[src/rtl/osc_pkg.sv]
// Shared constants and types for the multi-channel oscillator bank.
package osc_pkg;

  localparam int OSC_WIDTH_DEFAULT  = 16;
  localparam int OSC_NUM_CH_DEFAULT = 4;
  localparam int CLK_HZ             = 10_000_000;

  typedef logic [OSC_WIDTH_DEFAULT-1:0] osc_word_t;

  // Divider giving concert A (440 Hz) from the 10 MHz system clock.
  localparam osc_word_t DIV_A4 = osc_word_t'(22727);

endpackage

[src/rtl/osc_channel.sv]
// One oscillator voice: phase counter, active divider latched at period
// start, wrap tick and a 50 % square wave derived from the latched period.
module osc_channel
  import osc_pkg::*;
#(
  parameter int WIDTH = OSC_WIDTH_DEFAULT
) (
  input  logic             clk_i,
  input  logic             rst_i,
  input  logic             en_i,
  input  logic             sync_i,
  input  logic [WIDTH-1:0] divider_i,
  output logic [WIDTH-1:0] count_o,
  output logic             tick_o,
  output logic             wave_o
);

  localparam logic [WIDTH-1:0] ONE     = {{(WIDTH-1){1'b0}}, 1'b1};
  localparam logic [WIDTH:0]   ONE_EXT = {{WIDTH{1'b0}}, 1'b1};

  logic [WIDTH-1:0] count_q, count_d;
  logic [WIDTH-1:0] divAct_q, divAct_d;
  logic             tick_q, tick_d;

  logic [WIDTH-1:0] divSafe;
  logic [WIDTH-1:0] effDiv;
  logic [WIDTH:0]   halfDiv;

  // A zero divider behaves as one; a new divider is only honoured at period start.
  assign divSafe = (divider_i == '0) ? ONE : divider_i;
  assign effDiv  = (count_q == ONE) ? divSafe : divAct_q;

  // Next-state: sync forces phase restart, enable advances or wraps, otherwise hold.
  always_comb begin
    count_d  = count_q;
    divAct_d = divAct_q;
    tick_d   = 1'b0;
    if (en_i) begin
      divAct_d = effDiv;
    end
    if (sync_i) begin
      count_d = ONE;
    end else if (en_i) begin
      if (count_q == effDiv) begin
        count_d = ONE;
        tick_d  = 1'b1;
      end else begin
        count_d = count_q + ONE;
      end
    end
  end

  // Channel state registers, returning to phase 1 with a unit period on reset.
  always_ff @(posedge clk_i or posedge rst_i) begin
    if (rst_i) begin
      count_q  <= ONE;
      divAct_q <= ONE;
      tick_q   <= 1'b0;
    end else begin
      count_q  <= count_d;
      divAct_q <= divAct_d;
      tick_q   <= tick_d;
    end
  end

  // Half period rounded up, one bit wider so the maximum divider cannot overflow.
  assign halfDiv = ({1'b0, divAct_q} + ONE_EXT) >> 1;

  assign count_o = count_q;
  assign tick_o  = tick_q;
  assign wave_o  = ({1'b0, count_q} <= halfDiv);

endmodule

[src/rtl/osc_bank.sv]
// Bank of independent oscillator channels sharing only clock and reset;
// dividers and counts are packed per channel as [k*WIDTH +: WIDTH].
module osc_bank
  import osc_pkg::*;
#(
  parameter int NUM_CH = OSC_NUM_CH_DEFAULT,
  parameter int WIDTH  = OSC_WIDTH_DEFAULT
) (
  input  logic                    clk_i,
  input  logic                    rst_i,
  input  logic [NUM_CH-1:0]       en_i,
  input  logic [NUM_CH-1:0]       sync_i,
  input  logic [NUM_CH*WIDTH-1:0] divider_i,
  output logic [NUM_CH*WIDTH-1:0] count_o,
  output logic [NUM_CH-1:0]       tick_o,
  output logic [NUM_CH-1:0]       wave_o
);

  for (genvar gi = 0; gi < NUM_CH; gi++) begin : g_ch
    osc_channel #(
      .WIDTH (WIDTH)
    ) u_channel (
      .clk_i     (clk_i),
      .rst_i     (rst_i),
      .en_i      (en_i[gi]),
      .sync_i    (sync_i[gi]),
      .divider_i (divider_i[gi*WIDTH +: WIDTH]),
      .count_o   (count_o[gi*WIDTH +: WIDTH]),
      .tick_o    (tick_o[gi]),
      .wave_o    (wave_o[gi])
    );
  end

endmodule

[config.mk]
export PLATFORM = sky130hd
export DESIGN_NAME = osc_bank
export DESIGN_NICKNAME = d
export VERILOG_FILES = /design/src/rtl/osc_pkg.sv /design/src/rtl/osc_channel.sv /design/src/rtl/osc_bank.sv
export SDC_FILE = /design/constraint.sdc
export NUM_CORES = 1
export LEC_CHECK = 0
export CORE_MARGIN = 2
export CORE_UTILIZATION = 57
export CTS_CLUSTER_DIAMETER = 120
export CTS_CLUSTER_SIZE = 30
export DETAILED_ROUTE_END_ITERATION = 8
export PLACE_DENSITY = 0.82
export REMOVE_ABC_BUFFERS = 1
export SLEW_MARGIN = 20
export SYNTH_ARGS = -nofsm -noshare
export SYNTH_HDL_FRONTEND = slang
export SYNTH_SLANG_ARGS = --single-unit
[constraint.sdc]
create_clock -name clk_i -period 5.18 [get_ports clk_i]
set_input_delay 0.518 -clock clk_i [delete_from_list [all_inputs] [get_ports clk_i]]
set_output_delay 0.518 -clock clk_i [all_outputs]
set_load 0.02 [all_outputs]
After elaboration in Yosys (flattened, before gate mapping):

Cells that the tools add are included.
W data, S select, Z words.

* register bits: 132
* word-level logic and storage cells: 72
* input port bits: 74
* output and inout bits: 72

* $add $sub $neg: 8
* muxes and demuxes: 32
* equal/unequal tests: 8
* $lt $le $gt $ge: 4
* reductions and logical operators: 8

Operators with widths (count)
* $mux W16: 20
* $add A16 B1 Y17 const B: 4
* $add A16 B1 Y16 const B: 4
* $eq A16 B1 Y1 const B: 4
* $eq A16 B16 Y1: 4
* $le A16 B16 Y1: 4
* $logic_not A16 Y1: 4
* $mux W1: 12
* $reduce_bool A2 Y1: 4

Depth between registers and ports, before layout:

* depth after elaboration: 7
* gate-level depth with buffers: 15
* depth with buffers taken out: 14

By module:

From an unflattened synthesis, not the netlist that was laid out.

* cells, all modules: 1157
* area total of the unflattened synthesis: 10453.8 µm²

By module, submodules not included
* osc_channel at g_ch[0].u_channel ...: area an instance 2608.8 µm², instances 2, cells an instance 290
* osc_channel at g_ch[1].u_channel: area an instance 2628.8 µm², instances 1, cells an instance 288
* osc_channel at g_ch[3].u_channel: area an instance 2607.5 µm², instances 1, cells an instance 289

Worst setup path after synthesis:

OpenSTA, ideal clock, no wires.

* kind: reg-to-output
* start point: reg g_ch[2].u_channel.divAct_q[2]
* end point: out wave_o[2]
* slack: 1826 ps
* cell stages (with the launch flop): 14
* arrival: 2836 ps
* data required time: 4662 ps
* buffers on the path: 1
* path through: dfrtp_1 and3_1 and3_1 nand3_1 or3_1 or2_2 xor2_1 ha_1 nand3_1 nor3_1 a2111oi_0 o21ai_0 o21ai_0 buf_4

* cells in the longest elaborated chain, start to end: 2

Ends and longest elaborated chain
* start, declared: line osc_channel.sv:22 `logic [WIDTH-1:0] divAct_q, divAct_d;`
* start signal, assigned: line osc_channel.sv:61 `divAct_q <= divAct_d;`
* $add A16 B1 Y17: line osc_channel.sv:67 `assign halfDiv = ({1'b0, divAct_q} + ONE_EXT) >> 1;`
* $le A16 B16 Y1: line osc_channel.sv:71 `assign wave_o = ({1'b0, count_q} <= halfDiv);`
* end, declared: line osc_bank.sv:16 `output logic [NUM_CH-1:0] wave_o`

No other way between the ends.

Final worst setup path:

Same ends and word-level chain as after synthesis.

==> run_results.csv <==
group,metric,value,unit
finish,final_common_cell,"clkdlybuf4s50_1",
finish,layout.nets,1505,
routing,wl_per_cell,19.06,um
die,ios,146,
job,drv_cap,0,
finish,area_growth,18.50,%
routing,postRouteAntennaNets,0,
routing,route.final.wire_length,30520,um
die,die_area,20240,um2
pwr,p_sw_share,33.49,%
synth,synth_area,10900,um2
placement,portBuffers,145,
pwr,power.switching,1.295,mW
sta,final.period_utilization,87.40,%
finish,drive_gt1_share,9.071,%
sta,finalClockSkew,0.01512,ns
setup_path,slowest_delay,0.62,ns
routing,drt-vias-per-instance,6.420,
global_route,grt_pass1_wl,49690,um
hold_path,min_path_type,"register to register",
placement,gp_congestion,0.9676,
sta,setup_ws,0.6528,ns
sta,setup_violations,0,
pwr,vdd_drop_max,0.0002403,V
sta,fin_setup_tns,0,ns
setup_path,critPathCaptureType,"primary output",
sta,worstMarginPinSlew,0.9549,ns
synth,ys_seq_elements,132,
die,rows,50,
clock_tree,root_buffer,"clkbuf_16",
synth,synth_top_flop_cell,"dfrtp_1",
finish,mostFrequentLayoutCells,"clkdlybuf4s50_1 (145), nand2_1 (138), dfrtp_1 (124)",
pwr,clkPwrFrac,34.0,%
sta,relSlewSlack,36.11,%
pwr,internal_power,2.573,mW
setup_path,cp_max_fo,6,
pwr,p_comb_share,28.2,%
global_route,grt_use_total,30.47,%
sta,drv_slew,0,
pwr,pwr-share-seq,37.8,%
placement,pre_cts_slack,1.124,ns
die,die_h,142.3,um
placement,place_hpwl,21600,um
setup_path,cp.buffers_inverters,1,
synth,async_flop_share,100.0,%
setup_path,worstPathCellList,"and3_1 > and3_1 > nand3_1 > or3_1 > or2_2 > xor2_1 > ha_1 > nand3_1 > nor3_1 > a2111oi_0 > o21ai_0 > o21ai_0 > clkdlybuf4s50_1",
clock_tree,cts_buffer_depth,2,
clock_tree,post_cts_resized,0,
clock_tree,cts_tree,"built",
synth,ys_types,67,
outcome,outcome,"finished, final reports clean",
routing,first_pass_iters,6,
routing,via_count,10280,
global_route,antenna_found_initial,0,
pwr,p_leak,5.262,nW
clock_tree,ctsHtreeMaxLevel,4,
clock_tree,numCtsBuffers,17,
clock_tree,clkTransAtPathRegs,0.06,ns
synth,yosys_warnings,0,
synth,synth_edf_count,0,
setup_path,cp_slowest_cell,"clkdlybuf4s50_1",
global_route,grt-ovfl-total,0,
setup_path,crit_type,"register to primary output",
die,die_w,142.3,um
sta,rsz0062_at_grt,"no",
synth,avgSynthCellArea,8.607,um2
synth,seq_area_frac_synth,30.41,%
routing,first_iter_violations,1110,
routing,drc_errors,0,
pwr,power_density,299.6,nW/um2
global_route,grt_pass1_vias,9728,
setup_path,startpoint_type,"register",
finish,antenna_cells,0,
clock_tree,ctsHoldBuffers,0,
clock_tree,clkSinkCount,132,
sta,fin_crit,4.527,ns
sta,final-hold-violation-count,0,
die,start_util,58.25,%
synth,netlist_instances,1266,
setup_path,worst_ep_required_time,4.66,ns
setup_path,arrival,4.01,ns
clock_tree,cts_setup_buffers,0,
die,core_area,18710,um2
setup_path,path_delay_family,"simple AND/OR/NAND/NOR gates",
sta,clock.fmax,220.9,MHz
global_route,grt_max_degree,92,
clock_tree,clk_latency,0.43,ns
==> power by group through the flow <==
stage	Combinational, mW	Clock [mW]	Sequential, mW
floorplan	0.776	0	1.40
global placement	1.04	0	1.45
detailed placement	1.07	0	1.47
CTS	1.08	1.32	1.45
global route	1.20	1.36	1.48
finish	1.09	1.32	1.46
==> tightest hold or removal path, cell delays in order, from the launching register on <==
cell and delay, ns:
dfstp_2 0.39, nand2_1 0.05, o21ai_0 0.07
==> area by class of cell <==
cell class              instances  area (um2)
well taps                     234       292.8
flip-flops and latches        132        3313
multi-input cells             990        6933
clock buffers                  24       521.8
inverters                      64       245.2
clock inverters                 7       117.6
repair buffers                150        1489
fillers                      1460        5793
==> per-stage QoR <==
stage	area, um2	instances	utilization [%]	hold WS (ns)	power (mW)
2_1_floorplan	10490	1186	-	0.4854	2.173
3_3_place_gp	12270	1570	65.61	0.5061	2.493
3_5_place_dp	12270	1570	65.61	0.5179	2.531
4_1_cts	12910	1601	69.03	0.5266	3.850
5_1_grt	12910	1601	69.03	0.5503	4.053
6_report	12910	1601	69.03	0.5199	3.868
==> Yosys cell counts (all sizes together), types with 38 or more instances <==
| master | count | area share [%] |
|---|---|---|
| xnor2 | 67 | 5.4 |
| nor2 | 44 | 1.5 |
| nor3 | 53 | 2.4 |
| clkbuf | 38 | 1.3 |
| o21ai | 56 | 2.7 |
| ha | 76 | 8.7 |
| buf | 42 | 2.4 |
| mux2 | 54 | 5.6 |
| nand2 | 138 | 4.8 |
| dfrtp | 124 | 28 |
| xor2 | 68 | 5.5 |
| inv | 64 | 2.2 |
| nand3 | 75 | 3.4 |
==> registers in the layout, summed over array words and instances (netlist names) <==
signal                   cells
g_ch.u_channel.divAct_q     64
g_ch.u_channel.count_o      64
g_ch.u_channel.tick_o        4
==> layer usage <==
layer | part of all wire (%) | vias up | global-route usage, %
li1 | - | 4747 | -
met5 | 0 | - | 0
met2 | 47 | 518 | 48.84
met4 | 2.8 | 0 | 12.37
met1 | 43 | 4922 | 41.19
met3 | 7.1 | 91 | 4.980
==> final timing paths <==
check / depth (start not counted) / startpoint / to / slack (ns)
hold / removal: 2 / g_ch[3].u_channel.divAct_q[0] / g_ch[3].u_channel.divAct_q[0] / 0.52
min in group asynchronous: 2 / rst_i / g_ch[2].u_channel.count_o[7] / 0.64
setup reg to reg: 8 / g_ch[3].u_channel.count_o[0] / g_ch[3].u_channel.count_o[14] / 1.45
hold reg to reg: 2 / g_ch[3].u_channel.divAct_q[0] / g_ch[3].u_channel.divAct_q[0] / 0.52
setup / recovery: 13 / g_ch[2].u_channel.divAct_q[2] / wave_o[2] / 0.65
max in group asynchronous: 3 / rst_i / g_ch[3].u_channel.divAct_q[0] / 3.44
==> cell families after synthesis <==
kind of cell / after synthesis / share of synthesized area (%)
XOR/XNOR: 135 / 10.85
adder cells (fa/ha/maj): 76 / 8.727
flip-flops: 132 / 30.41
multiplexers: 66 / 6.717
AO/OA/AOI/OAI: 203 / 12.41
buffers and inverters: 144 / 5.971
AND/OR/NAND/NOR: 510 / 24.92
(Power assumes the default switching activity.)
